$ cat src/rtl/regfile_ctrl_pkg.sv
// regfile_ctrl_pkg: shared states, opcodes and datapath select encodings for regfile_ctrl.
package regfile_ctrl_pkg;

    typedef enum logic [2:0] {
        S_WAIT,
        S_DECODE,
        S_WR_IMM,
        S_GET_A,
        S_GET_B,
        S_ALU,
        S_WR_REG
    } state_t;

    localparam logic [2:0] OPC_MOV = 3'b110;
    localparam logic [2:0] OPC_ALU = 3'b101;

    localparam logic [1:0] MOV_REG = 2'b00;
    localparam logic [1:0] MOV_IMM = 2'b10;

    localparam logic [1:0] ALU_ADD = 2'b00;
    localparam logic [1:0] ALU_CMP = 2'b01;
    localparam logic [1:0] ALU_AND = 2'b10;
    localparam logic [1:0] ALU_MVN = 2'b11;

    localparam logic [1:0] VSEL_C   = 2'b00;
    localparam logic [1:0] VSEL_IMM = 2'b10;

endpackage

$ cat src/rtl/regfile_ctrl_instr_dec.sv
// regfile_ctrl_instr_dec: splits the instruction register into fields and sign-extends the immediates.
module regfile_ctrl_instr_dec #(
    parameter int DW  = 16,
    parameter int RNW = 3
) (
    input  logic [DW-1:0]  ir,
    output logic [2:0]     opcode,
    output logic [1:0]     op,
    output logic [RNW-1:0] rn,
    output logic [RNW-1:0] rd,
    output logic [RNW-1:0] rm,
    output logic [1:0]     sh,
    output logic [DW-1:0]  sximm8,
    output logic [DW-1:0]  sximm5
);

    assign opcode = ir[15:13];
    assign op     = ir[12:11];
    assign rn     = ir[10:8];
    assign rd     = ir[7:5];
    assign sh     = ir[4:3];
    assign rm     = ir[2:0];
    assign sximm8 = {{(DW-8){ir[7]}}, ir[7:0]};
    assign sximm5 = {{(DW-5){ir[4]}}, ir[4:0]};

endmodule

$ cat src/rtl/regfile_ctrl.sv
// regfile_ctrl: multicycle controller sequencing one instruction at a time through the register file datapath.
// Define REGFILE_CTRL_ILLEGAL_EN to add a sticky err output flagging unsupported instructions.
module regfile_ctrl
    import regfile_ctrl_pkg::*;
#(
    parameter int DW  = 16,
    parameter int RNW = 3
) (
    input  logic           clk,
    input  logic           reset,
    input  logic           s,
    input  logic [DW-1:0]  in,
    output logic           w,
    output logic [RNW-1:0] readnum,
    output logic [RNW-1:0] writenum,
    output logic           write,
    output logic           loada,
    output logic           loadb,
    output logic           loadc,
    output logic           loads,
    output logic           asel,
    output logic           bsel,
    output logic [1:0]     vsel,
    output logic [1:0]     shift,
    output logic [1:0]     ALUop,
`ifdef REGFILE_CTRL_ILLEGAL_EN
    output logic           err,
`endif
    output logic [DW-1:0]  sximm8,
    output logic [DW-1:0]  sximm5
);

    state_t state, next;
    logic [DW-1:0] ir;
    logic [2:0] opcode;
    logic [1:0] op, sh;
    logic [RNW-1:0] rn, rd, rm;
    logic is_mov_imm, is_mov_reg, is_alu, is_mvn, is_cmp, legal;

    regfile_ctrl_instr_dec #(.DW(DW), .RNW(RNW)) u_dec (
        .ir(ir), .opcode(opcode), .op(op), .rn(rn), .rd(rd), .rm(rm),
        .sh(sh), .sximm8(sximm8), .sximm5(sximm5)
    );

    assign is_mov_imm = opcode == OPC_MOV && op == MOV_IMM;
    assign is_mov_reg = opcode == OPC_MOV && op == MOV_REG;
    assign is_alu     = opcode == OPC_ALU;
    assign is_mvn     = is_alu && op == ALU_MVN;
    assign is_cmp     = is_alu && op == ALU_CMP;
    assign legal      = is_mov_imm || is_mov_reg || is_alu;

    always_ff @(posedge clk) begin
        if (reset) state <= S_WAIT;
        else       state <= next;
    end

    always_ff @(posedge clk) begin
        if (reset)                      ir <= '0;
        else if (state == S_WAIT && s)  ir <= in;
    end

`ifdef REGFILE_CTRL_ILLEGAL_EN
    always_ff @(posedge clk) begin
        if (reset)                               err <= 1'b0;
        else if (state == S_DECODE && !legal)    err <= 1'b1;
    end
`endif

    // MOV-reg and MVN skip GET_A: their A operand is forced to zero in ALU
    always_comb begin
        next = S_WAIT;
        case (state)
            S_WAIT:   next = s ? S_DECODE : S_WAIT;
            S_DECODE: next = is_mov_imm ? S_WR_IMM :
                             (is_mov_reg || is_mvn) ? S_GET_B :
                             legal ? S_GET_A : S_WAIT;
            S_GET_A:  next = S_GET_B;
            S_GET_B:  next = S_ALU;
            S_ALU:    next = is_cmp ? S_WAIT : S_WR_REG;
            default:  next = S_WAIT;
        endcase
    end

    always_comb begin
        w        = state == S_WAIT;
        readnum  = state == S_GET_A ? rn : state == S_GET_B ? rm : '0;
        writenum = state == S_WR_IMM ? rn : state == S_WR_REG ? rd : '0;
        write    = state == S_WR_IMM || state == S_WR_REG;
        loada    = state == S_GET_A;
        loadb    = state == S_GET_B;
        loadc    = state == S_ALU && !is_cmp;
        loads    = state == S_ALU && is_cmp;
        asel     = state == S_ALU && (is_mov_reg || is_mvn);
        bsel     = 1'b0;
        vsel     = state == S_WR_IMM ? VSEL_IMM : VSEL_C;
        shift    = state == S_ALU ? sh : 2'b00;
        ALUop    = state == S_ALU ? op : 2'b00;
    end

endmodule

$ cat config.mk
export PLATFORM = sky130hd
export DESIGN_NAME = regfile_ctrl
export DESIGN_NICKNAME = d
export VERILOG_FILES = /design/src/rtl/regfile_ctrl_pkg.sv /design/src/rtl/regfile_ctrl_instr_dec.sv /design/src/rtl/regfile_ctrl.sv
export SDC_FILE = /design/constraint.sdc
export NUM_CORES = 1
export LEC_CHECK = 0
export BUFFER_PORTS_ARGS = -buffer_cell sky130_fd_sc_hd__buf_4
export CAP_MARGIN = 20
export CORE_MARGIN = 8
export CORE_UTILIZATION = 47
export DETAILED_ROUTE_END_ITERATION = 16
export PLACE_DENSITY = 0.81
export SLEW_MARGIN = 15
export SYNTH_ARGS = -nofsm -noshare
export SYNTH_HDL_FRONTEND = slang
export SYNTH_SLANG_ARGS = --single-unit
$ cat constraint.sdc
create_clock -name clk -period 3.05 [get_ports clk]
set_input_delay 0.4575 -clock clk [delete_from_list [all_inputs] [get_ports clk]]
set_output_delay 0.4575 -clock clk [all_outputs]
set_load 0.005 [all_outputs]
---- After elaboration in Yosys (flattened, before gate mapping) ----
Index checks and enable logic that the tools add are counted.
operators by class
  eq/ne operators ......................... 11
  mux-type cells .......................... 13
  reduce and logical (&&, ||, !) cells .... 15
operator list
  kind                number
  $mux 3              7
  $eq 3x3->1 const B  5
  $pmux 3 s5          1
  $logic_and 1x1->1   8
  $mux 2              4
  $eq 3x2->1 const B  2
  $eq 2x2->1 const B  2
  $logic_or 1x1->1    4
  $eq 3x1->1 const B  1
  $logic_not 3->1     1
  $eq 2x1->1 const B  1
  $logic_not 2->1     1
  $logic_not 1->1     1
  $mux 1              1
word-level totals
  bits in registers ....................... 19
  input bits .............................. 19
  logic and storage cells ................. 41

---- Longest topological paths before layout ----
Gate-level depths: netlist (run 1).
  depth after elaboration ................. 8
  gate-level depth with buffers ........... 6

---- Cells and area by module ----
A second synthesis (run 1) with hierarchy kept.
unflattened totals
  cells, all modules ...................... 174
  area, all modules ....................... 1376.3 um^2
modules (own cells, without submodules)
  module                  instances  cells each  area an instance (um^2)
  regfile_ctrl            1          126         1016.0
  regfile_ctrl_instr_dec  1          48          360.3

---- Worst setup path before layout (run 1) ----
Ideal clock, no wire load.
  kind .................................... flip-flop to output port
  from .................................... register state[2]
  to ...................................... output port readnum[0]
  data arrival time ....................... 1098 ps
  slack ................................... 1495 ps
  cell stages (with the launch flop) ...... 5
  cell sequence ........................... dfxtp_1 > buf_2 > nand2b_1 > nor2_1 > a22o_1
between the ends
  elaborated cells between the ends (all ways) .. 4
RTL lines
  item                      RTL line            RTL
  start: declaration        regfile_ctrl.sv:33  state_t state, next;
  start signal: assignment  regfile_ctrl.sv:54  else state <= next;
  $eq 3x2->1                -
  via loada                 regfile_ctrl.sv:17  output logic loada,
  $mux 3                    regfile_ctrl.sv:86  readnum = state == S_GET_A ? rn : state == S_GET_B ? rm : '0;
  end: declaration          regfile_ctrl.sv:14  output logic [RNW-1:0] readnum,
The timed path passes the listed nets, and every way through them passes these cells.

---- Final worst setup path (run 1) ----
  from .................................... register state[2]
  to ...................................... output port readnum[2]
between the ends
  cells in the longest elaborated chain, start to end .. 3
  elaborated cells between the ends (all ways) .. 4
ends and longest elaborated chain
  item        RTL line
  $eq 3x3->1  regfile_ctrl.sv:86
  $mux 3      regfile_ctrl.sv:86
  $mux 3 (*)  regfile_ctrl.sv:86
Mark *: on every way between the ends. The rest lies on a longest branch, timed or not.

==> flow_summary_export.csv, run 1 <==
group,metric,value,unit
status,run_status,"finished clean",
synthesis,yosysWarnings,0,
place,io_buffer_count,68,
floorplanning,pin_count,71,
min_path,hold_depth,3,
flow_run,drv_cap,0,
routing,drc,0,
pwr,sw_frac_of_total,27.60,%
clock_network,clock_latency,0.29,ns
synthesis,yosys-top-cells-count,"buf_4 (35), nand2_1 (35), dfxtp_1 (19), a21oi_1 (17), nor2_1 (6)",
cells_and_area,syn_to_final_growth,20.79,%
cells_and_area,layout.nets,210,
routing,vias,1121,
setup_path,criticalPathCategory,"flip-flop to output pin",
cells_and_area,finalNonFillerCells,221,
routing,drt_wl_total,3.249,mm
clock_network,clock_sinks,19,
synthesis,seq_area_frac_synth,30.10,%
global_route,grt.total_usage,13.66,%
routing,via_per_inst,5.072,
setup_path,worst-path-max-fanout,14,
clock_network,cts_buffers,3,
synthesis,synth_area_per_cell,7.898,um2
timing,max_freq,0.4619,GHz
synthesis,synth-edff-count,0,
synthesis,yosysTopAreaCellShare,30.10,%
cells_and_area,fin_util,57.33,%
global_route,grt_pass1_wl,4.899,mm
cells_and_area,drive_gt1_share,40.00,%
synthesis,yosys-top-cells-area,"dfxtp_1 (30%), buf_4 (21%), nand2_1 (10%)",
floorplanning,die_y,67.86,um
min_path,hp-class,"primary input to flip-flop",
pwr,pwr-share-seq,55.2,%
synthesis,synth.distinct_cells,36,
setup_path,critPathLaunchType,"flip-flop",
synthesis,mappedNetlistArea,1264,um2
synthesis,synthArstFlopShare,0,%
global_route,grt-ovfl-total,0,
synthesis,syn_inst,160,
place,dpl.hpwl,2.549,mm
timing,finClkSkew,0.004612,ns
pwr,p_int,0.0003714,W
clock_network,postCtsSetupRepairBufs,0,
routing,antenna_left,0,
clock_network,cts_root_buf,"clkbuf_4",
floorplanning,dieArea,4604,um2
place,dp.cells,217,
floorplanning,die-width,67.86,um
clock_network,cts_tree,"done",
setup_path,reg2reg_depth,3,
synthesis,yosys_register_bits,19,
global_route,grt_max_degree,22,
timing,fin_crit_sh,70.99,%
setup_path,critical_path_required,2.59,ns
place,dp_slack,1.244,ns
clock_network,clkSlewWorstSetupHoldPaths,0.11,ns
floorplanning,initial_core_util,47.46,%
place,place_congestion,0.8615,
pwr,vdd_ir_drop_max,0.3287,mV
pwr,power_density,336.0,nW/um2
routing,drtIter0Drc,36,
clock_network,cts_hold_buf,0,
synthesis,synth_top_area_cell,"dfxtp_1",
setup_path,endpoint_kind,"output pin",
routing,first_pass_iters,4,
pwr,combPwrFrac,20.5,%
timing,finalSetupViolCount,0,
timing,rsz0062_at_grt,"false",
setup_path,arrival,1.71,ns
timing,slew_headroom,42.46,%
floorplanning,fp-row-count,19,
timing,layout_min_cycle_time,2.165,ns
pwr,p_switching,0.0001416,W
timing,worst_pin_slew,0.8594,ns
global_route,first_global_vias,1073,
clock_network,cts.repair.resized,0,
synthesis,synthFlopType,"dfxtp_1",
global_route,antenna_found_initial,0,
cells_and_area,diodes,0,
pwr,p_leak,0.7294,nW
timing,hold_violations,0,
clock_network,htreeDepth,1,
routing,wl_per_cell,14.70,um
timing,setup_ws,0.8849,ns
timing,fin_tns_setup,0,ns
floorplanning,fp.coreArea,2663,um2
pwr,p_clk_share,24.4,%
clock_network,cts.path.max_buffers,2,
timing,slew_viol_final,0,
[power groups by stage]
| stage | clock network [W] | logic (W) | registers (W) |
|---|---|---|---|
| after detailed placement | 0 | 0.000106 | 0.000289 |
| after global routing | 0.000138 | 0.000116 | 0.000287 |
| final | 0.000125 | 0.000105 | 0.000283 |
| after global placement | 0 | 0.000104 | 0.000288 |
| after floorplan | 0 | 0.0000872 | 0.000280 |
| after CTS | 0.000130 | 0.000107 | 0.000283 |
[cell families after synthesis]
| kind of cell | count (synthesis) | synth area share (%) |
|---|---|---|
| buffers and inverters | 47 | 26.34 |
| AO/OA/AOI/OAI | 28 | 14.55 |
| multiplexers | 3 | 2.376 |
| flip-flops | 19 | 30.10 |
| AND/OR/NAND/NOR | 61 | 25.64 |
| XOR/XNOR | 1 | 0.6932 |
| other | 1 | 0.2967 |
[path summary, 6_finish.rpt]
path | from | slack, ns | end
setup reg to reg | state[2] | 1.36 | ir[8]
hold / removal | in[12] | 0.40 | ir[12]
setup / recovery | state[2] | 0.88 | readnum[2]
hold reg to reg | ir[10] | 0.48 | ir[10]
[flip-flops by register name, summed over array words and instances (netlist names)]
signal,flops
state,3
ir,16
[stage by stage]
stage	hold WS [ns]	area [um2]	total power, W
after floorplan	0.4483	1267	0.0003672
after global placement	0.4625	1499	0.0003915
after detailed placement	0.4683	1499	0.0003953
after CTS	0.3934	1526	0.0005194
after global routing	0.3945	1526	0.0005412
final	0.3987	1526	0.0005129
[worst max-delay path: stages, from the launching register on]
cell,delay (ns)
dfxtp_1,0.67
nor3b_2,0.42
a22o_1,0.22
buf_4,0.11
[area by class of cell]
type,count,area (um2)
Fill cell,249,1136
Multi-Input combinational cell,95,554.3
Timing Repair Buffer,68,510.5
Sequential cell,19,380.4
Tap cell,31,38.79
Clock buffer,3,22.52
Inverter,4,15.01
Clock inverter,1,5.005
[routing by layer]
metal / wire length, um / track usage [%]
met5: 0 / 0
met4: 33 / 6.138
met3: 428 / 4.583
met2: 1487 / 22.37
met1: 1299 / 15.91
[cells in the final DEF (no fill, tap or decap), types with 2 or more instances in the layout]
cell type | synthesis | final
a21oi_1 | 17 | 17
a22o_1 | 3 | 3
conb_1 | 1 | 2
mux2i_1 | 3 | 3
and2_1 | 4 | 4
dfxtp_1 | 19 | 19
clkbuf_4 | 0 | 3
inv_1 | 4 | 4
nand2b_1 | 2 | 2
buf_4 | 35 | 68
nor2_1 | 6 | 6
nor3b_1 | 2 | 2
nand2_1 | 35 | 35
No activity file was read; power rests on OpenSTA's default activity.
==> inputs of run 2 (changes only) <==
--- a/config.mk
+++ b/config.mk
@@ -8,9 +8,9 @@
 export BUFFER_PORTS_ARGS = -buffer_cell sky130_fd_sc_hd__buf_4
 export CAP_MARGIN = 20
 export CORE_MARGIN = 8
-export CORE_UTILIZATION = 47
+export CORE_UTILIZATION = 44
 export DETAILED_ROUTE_END_ITERATION = 16
-export PLACE_DENSITY = 0.81
+export PLACE_DENSITY = 0.77
 export SLEW_MARGIN = 15
 export SYNTH_ARGS = -nofsm -noshare
 export SYNTH_HDL_FRONTEND = slang
==> constraint.sdc (replaced) <==
create_clock -name clk -period 2 [get_ports clk]
set_input_delay 0.3 -clock clk [delete_from_list [all_inputs] [get_ports clk]]
set_output_delay 0.3 -clock clk [all_outputs]
set_load 0.005 [all_outputs]
==> flow_summary_export.csv, run 2 (synthesis results as in run 1) <==
group,metric,value,unit
status,run_status,"finished clean",
clock_network,clkSlewWorstSetupHoldPaths,0.10,ns
cells_and_area,drive_gt1_share,40.84,%
cells_and_area,fillers,256,
timing,max_freq,0.5297,GHz
cells_and_area,register_area,381.6,um2
clock_network,clock_sinks,19,
clock_network,cts_root_buf,"clkbuf_4",
cells_and_area,final_cell_mix,"buf_4 (69), nand2_1 (35), dfxtp_1 (18)",
timing,finalSetupViolCount,0,
floorplanning,die-width,69.59,um
place,dpl.hpwl,2.529,mm
timing,fin_tns_setup,0,ns
place,io_buffer_count,68,
global_route,grt_max_degree,22,
cells_and_area,regMostFlops,"ir",
routing,drtIter0Drc,35,
place,place_area,1506,um2
setup_path,cpPeakStageDelay,0.59,ns
clock_network,cts.path.max_buffers,2,
pwr,power_density,507.8,nW/um2
cells_and_area,biggestRegsByFlops,"ir (16), state (3)",
clock_network,htreeDepth,1,
cells_and_area,diodes,0,
setup_path,path_cells,"inv_1 > nor2_1 > a22o_1 > buf_4",
floorplanning,die_y,69.59,um
pwr,p_leak,0.7348,nW
clock_network,clock_latency,0.29,ns
floorplanning,dieArea,4843,um2
pwr,p_int,0.0005681,W
cells_and_area,layout_commonest_cell,"buf_4",
routing,antenna_left,0,
setup_path,arrival,1.59,ns
routing,via_per_inst,5.059,
timing,rsz0062_at_grt,"false",
timing,slew_viol_final,0,
routing,drt_wl_total,3.188,mm
place,place_congestion,0.7492,
cells_and_area,finish.instance_area,1535,um2
floorplanning,fp-row-count,19,
floorplanning,pin_count,71,
timing,finClkSkew,0.0008703,ns
global_route,first_global_vias,1099,
setup_path,worst-path-max-fanout,11,
setup_path,critPathLaunchType,"flip-flop",
setup_path,criticalPathCategory,"flip-flop to output pin",
pwr,vdd_ir_drop_max,0.3836,mV
routing,wl_per_cell,14.36,um
pwr,pwr-share-seq,55.4,%
floorplanning,initial_core_util,46.22,%
setup_path,critical_path_required,1.70,ns
pwr,p_switching,0.0002115,W
pwr,sw_frac_of_total,27.13,%
global_route,antenna_found_initial,0,
min_path,hp-class,"primary input to flip-flop",
routing,vias,1123,
timing,layout_min_cycle_time,1.888,ns
routing,drc,0,
cells_and_area,syn_to_final_growth,21.48,%
timing,hold_violations,0,
pwr,finalPower,0.0007796,W
routing,first_pass_iters,4,
floorplanning,fp.coreArea,2734,um2
flow_run,drv_cap,0,
global_route,grt-ovfl-total,0,
pwr,p_clk_share,24.0,%
cells_and_area,multi_input_area,554.3,um2
setup_path,crit_slowest_cell,"dfxtp_1",
global_route,grt_pass1_wl,4.981,mm
global_route,grt.total_usage,11.98,%
cells_and_area,layout.nets,211,
setup_path,endpoint_kind,"output pin",
cells_and_area,largest_reg_flops,16,
clock_network,cts_tree,"done",
timing,fin_crit_sh,94.40,%
clock_network,cts_buffers,3,
pwr,combPwrFrac,20.6,%
[run 2: changes by cell type in the layout (fill, tap and decap cells not counted)]
cell,delta
dfxtp_1,-1
dfxtp_2,+1
buf_4,+1
[run 2: worst paths after layout]
check | from | end | slack [ns] | cells past startpoint
worst min-delay path | in[7] | ir[7] | 0.25 | 3
worst max register to register | state[0] | state[0] | 0.45 | 3
worst min register to register | ir[15] | ir[15] | 0.49 | 2
worst max-delay path | state[1] | readnum[2] | 0.11 | 4
[run 2: critical path, delay by kind of cell, from the launching register on]
kind,cells,cell delay (ns)
AND/OR/NAND/NOR,1,0.28
flip-flops,1,0.59
AO/OA/AOI/OAI,1,0.18
buffers and inverters,2,0.25
[run 2: what timing repair did]
action / 4_1_cts / 5_1_grt
setup endpoints to repair: 0 / 4
buffers inserted: 0 / 0
hold buffers: 0 / 0
endpoints found under the hold margin: 0 / 0
resized for setup: 0 / 1
[run 2: metal layers]
| metal | share of wire (%) | GRT usage [%] |
|---|---|---|
| met1 | 41 | 12.32 |
| met2 | 50 | 21.31 |
| met3 | 8.9 | 5.293 |
| met4 | 0.44 | 3.417 |
| met5 | 0 | 0 |
[run 2: layout make-up]
class,count,area share [%]
clock buffers,3,1.467
clock inverters,1,0.3260
inverters,4,0.9780
multi-input cells,95,36.10
flip-flops and latches,19,24.86
well taps,31,2.526
repair buffers,69,33.74
[run 2: power by group through the flow]
stage	Clock (W)	Sequential (W)	Combinational [W]
finish	0.000187	0.000432	0.000161
global route	0.000211	0.000436	0.000177
CTS	0.000197	0.000432	0.000163
detailed placement	0	0.000440	0.000163
global placement	0	0.000438	0.000161
floorplan	0	0.000427	0.000133
[run 2: stage by stage]
step / setup WS [ns] / instances / utilization [%] / hold WS [ns]
final: 0.1120 / 222 / 56.16 / 0.2454
after global routing: 0.009272 / 222 / 56.16 / 0.2329
after CTS: 0.01948 / 222 / 56.11 / 0.2295
after detailed placement: 0.3513 / 218 / 55.10 / 0.4689
after global placement: 0.4221 / 218 / 55.10 / 0.4694
after floorplan: 0.6022 / 161 / - / 0.4360
==> inputs of run 3 (changes only) <==
--- a/config.mk
+++ b/config.mk
@@ -8,9 +8,10 @@
 export BUFFER_PORTS_ARGS = -buffer_cell sky130_fd_sc_hd__buf_4
 export CAP_MARGIN = 20
 export CORE_MARGIN = 8
-export CORE_UTILIZATION = 44
+export CORE_UTILIZATION = 25
 export DETAILED_ROUTE_END_ITERATION = 16
-export PLACE_DENSITY = 0.77
+export PLACE_DENSITY = 0.47
+export RECOVER_POWER = 100
 export SLEW_MARGIN = 15
 export SYNTH_ARGS = -nofsm -noshare
 export SYNTH_HDL_FRONTEND = slang
==> flow_summary_export.csv, run 3 (synthesis results as in run 1) <==
group,metric,value,unit
clock_network,cts_root_buf,"clkbuf_8",
setup_path,crit_buf_inv,1,
global_route,grt_max_degree,22,
floorplanning,fp-row-count,26,
timing,slew_viol_final,0,
global_route,grt.total_usage,9.413,%
min_path,holdCritStartpoint,"in[2]",
routing,antenna_left,0,
clock_network,clkSlewWorstSetupHoldPaths,0.08,ns
floorplanning,fp.coreArea,4977,um2
cells_and_area,drive_gt1_share,35.75,%
routing,drtIter0Drc,53,
routing,wl_per_cell,13.81,um
timing,finClkSkew,0.008683,ns
cells_and_area,fillers,566,
pwr,finalPower,0.0008620,W
status,run_status,"finished clean",
floorplanning,die-width,87.10,um
routing,vias,1091,
place,dp_slack,0.4087,ns
place,io_buffer_count,68,
cells_and_area,finish.instance_area,1575,um2
clock_network,cts_buffers,3,
pwr,p_leak,0.6861,nW
global_route,first_global_vias,1169,
setup_path,crit_family,"flip-flops",
floorplanning,dieArea,7586,um2
setup_path,endpoint_kind,"output pin",
cells_and_area,biggestRegsByFlops,"ir (16), state (3)",
timing,hold_violations,0,
global_route,grtUsageMet2,15.27,%
pwr,p_int,0.0006257,W
global_route,met1_usage,11.22,%
pwr,combPwrFrac,17.9,%
global_route,grt_util_met3,3.491,%
flow_run,drv_cap,0,
global_route,busiest_layer,"met2",
setup_path,worst-path-max-fanout,11,
setup_path,cp_num_cells,3,
timing,layout_min_cycle_time,1.844,ns
setup_path,reg2reg_depth,2,
timing,finalSetupViolCount,0,
routing,via_per_inst,4.148,
global_route,grt-ovfl-total,0,
routing,drc,0,
clock_network,clock_sinks,19,
setup_path,criticalPathCategory,"flip-flop to output pin",
routing,drt_wl_total,3.633,mm
floorplanning,pin_count,71,
clock_network,cts.path.max_buffers,2,
place,place_area,1570,um2
pwr,power_density,547.2,nW/um2
clock_network,cts_hold_buf,0,
routing,first_pass_iters,4,
cells_and_area,layout_commonest_cell,"nand2_1",
timing,rsz0062_at_grt,"false",
place,dpl.hpwl,2.836,mm
setup_path,r2r-start,"state[2]",
cells_and_area,final_cell_mix,"nand2_1 (35), clkbuf_4 (33), buf_4 (28)",
setup_path,crit_slowest_cell,"dfxtp_1",
cells_and_area,regMostFlops,"ir",
cells_and_area,fin_util,31.65,%
floorplanning,initial_core_util,25.39,%
timing,fin_tns_setup,0,ns
place,place_congestion,0.7201,
setup_path,arrival,1.54,ns
timing,max_freq,0.5422,GHz
global_route,antenna_found_initial,0,
clock_network,cts_tree,"done",
cells_and_area,largest_reg_flops,16,
pwr,vdd_ir_drop_max,0.2268,mV
pwr,p_switching,0.0002363,W
floorplanning,die_y,87.10,um
timing,setup_ws,0.1556,ns
setup_path,cpPeakStageDelay,0.54,ns
clock_network,clock_latency,0.26,ns
min_path,hold_depth,3,
global_route,grt_pass1_wl,5.713,mm
setup_path,critPathLaunchType,"flip-flop",
clock_network,htreeDepth,1,
timing,slew_headroom,59.78,%
setup_path,path_cells,"nor3b_2 > a22o_1 > clkbuf_4",
timing,fin_crit_sh,92.22,%
setup_path,crit_start,"state[2]",
min_path,hp-class,"primary input to flip-flop",
cells_and_area,syn_to_final_growth,24.65,%
cells_and_area,diodes,0,
setup_path,critical_path_required,1.70,ns
pwr,sw_frac_of_total,27.41,%
pwr,pwr-share-seq,49.9,%
timing,worst_pin_slew,0.6032,ns
pwr,p_clk_share,32.2,%
cells_and_area,layout.nets,213,
==> run 3: changes by cell type in the layout (fill, tap and decap cells not counted), sizes merged <==
cell / delta
buf: -41
clkbuf: +43
clkinvlp: +1
clkinv: -1
==> run 3: per-layer routing <==
| metal | share of wire, % | up-vias |
|---|---|---|
| met3 | 9.4 | 2 |
| met2 | 47 | 42 |
| met1 | 43 | 484 |
| met5 | 0 | - |
| li1 | - | 563 |
| met4 | 0.52 | 0 |
==> run 3: final cells by class <==
| class | instances | area [um2] | share of cell area, % |
|---|---|---|---|
| multi-input combinational | 95 | 546.8 | 34.71 |
| tap | 70 | 87.58 | 5.560 |
| clock inverter | 1 | 7.507 | 0.4766 |
| clock buffer | 3 | 41.29 | 2.621 |
| inverter | 4 | 15.01 | 0.9531 |
| sequential | 19 | 381.6 | 24.23 |
| timing repair buffer | 71 | 495.5 | 31.45 |
==> run 3: worst paths after layout <==
check                     to  slack [ns]
setup / recovery  readnum[2]        0.16
hold / removal         ir[2]        0.28
setup reg to reg    state[0]        0.29
hold reg to reg        ir[5]        0.48
==> run 3: power groups by stage <==
stage / clock network [W] / registers (W) / logic (W)
3_5_place_dp: 0 / 0.000442 / 0.000169
5_1_grt: 0.000305 / 0.000437 / 0.000174
6_report: 0.000278 / 0.000430 / 0.000154
2_1_floorplan: 0 / 0.000427 / 0.000133
4_1_cts: 0.000290 / 0.000432 / 0.000169
3_3_place_gp: 0 / 0.000441 / 0.000168
==> run 3: stage by stage <==
| step | instances | hold slack [ns] |
|---|---|---|
| floorplan | 161 | 0.4360 |
| global placement | 259 | 0.4704 |
| detailed placement | 259 | 0.4713 |
| CTS | 263 | 0.2711 |
| global route | 263 | 0.2723 |
| finish | 263 | 0.2792 |
==> run 3: what timing repair did <==
item                                    4_1_cts  5_1_grt
resized for setup                             0        2
endpoints found under the setup margin        0        3
setup buffers                                 0        0
==> run 3: worst reg2reg max path, stage by stage, from the launching register on <==
cell and delay (ns):
dfxtp_1 0.42, or4b_1 0.87, a221oi_1 0.33
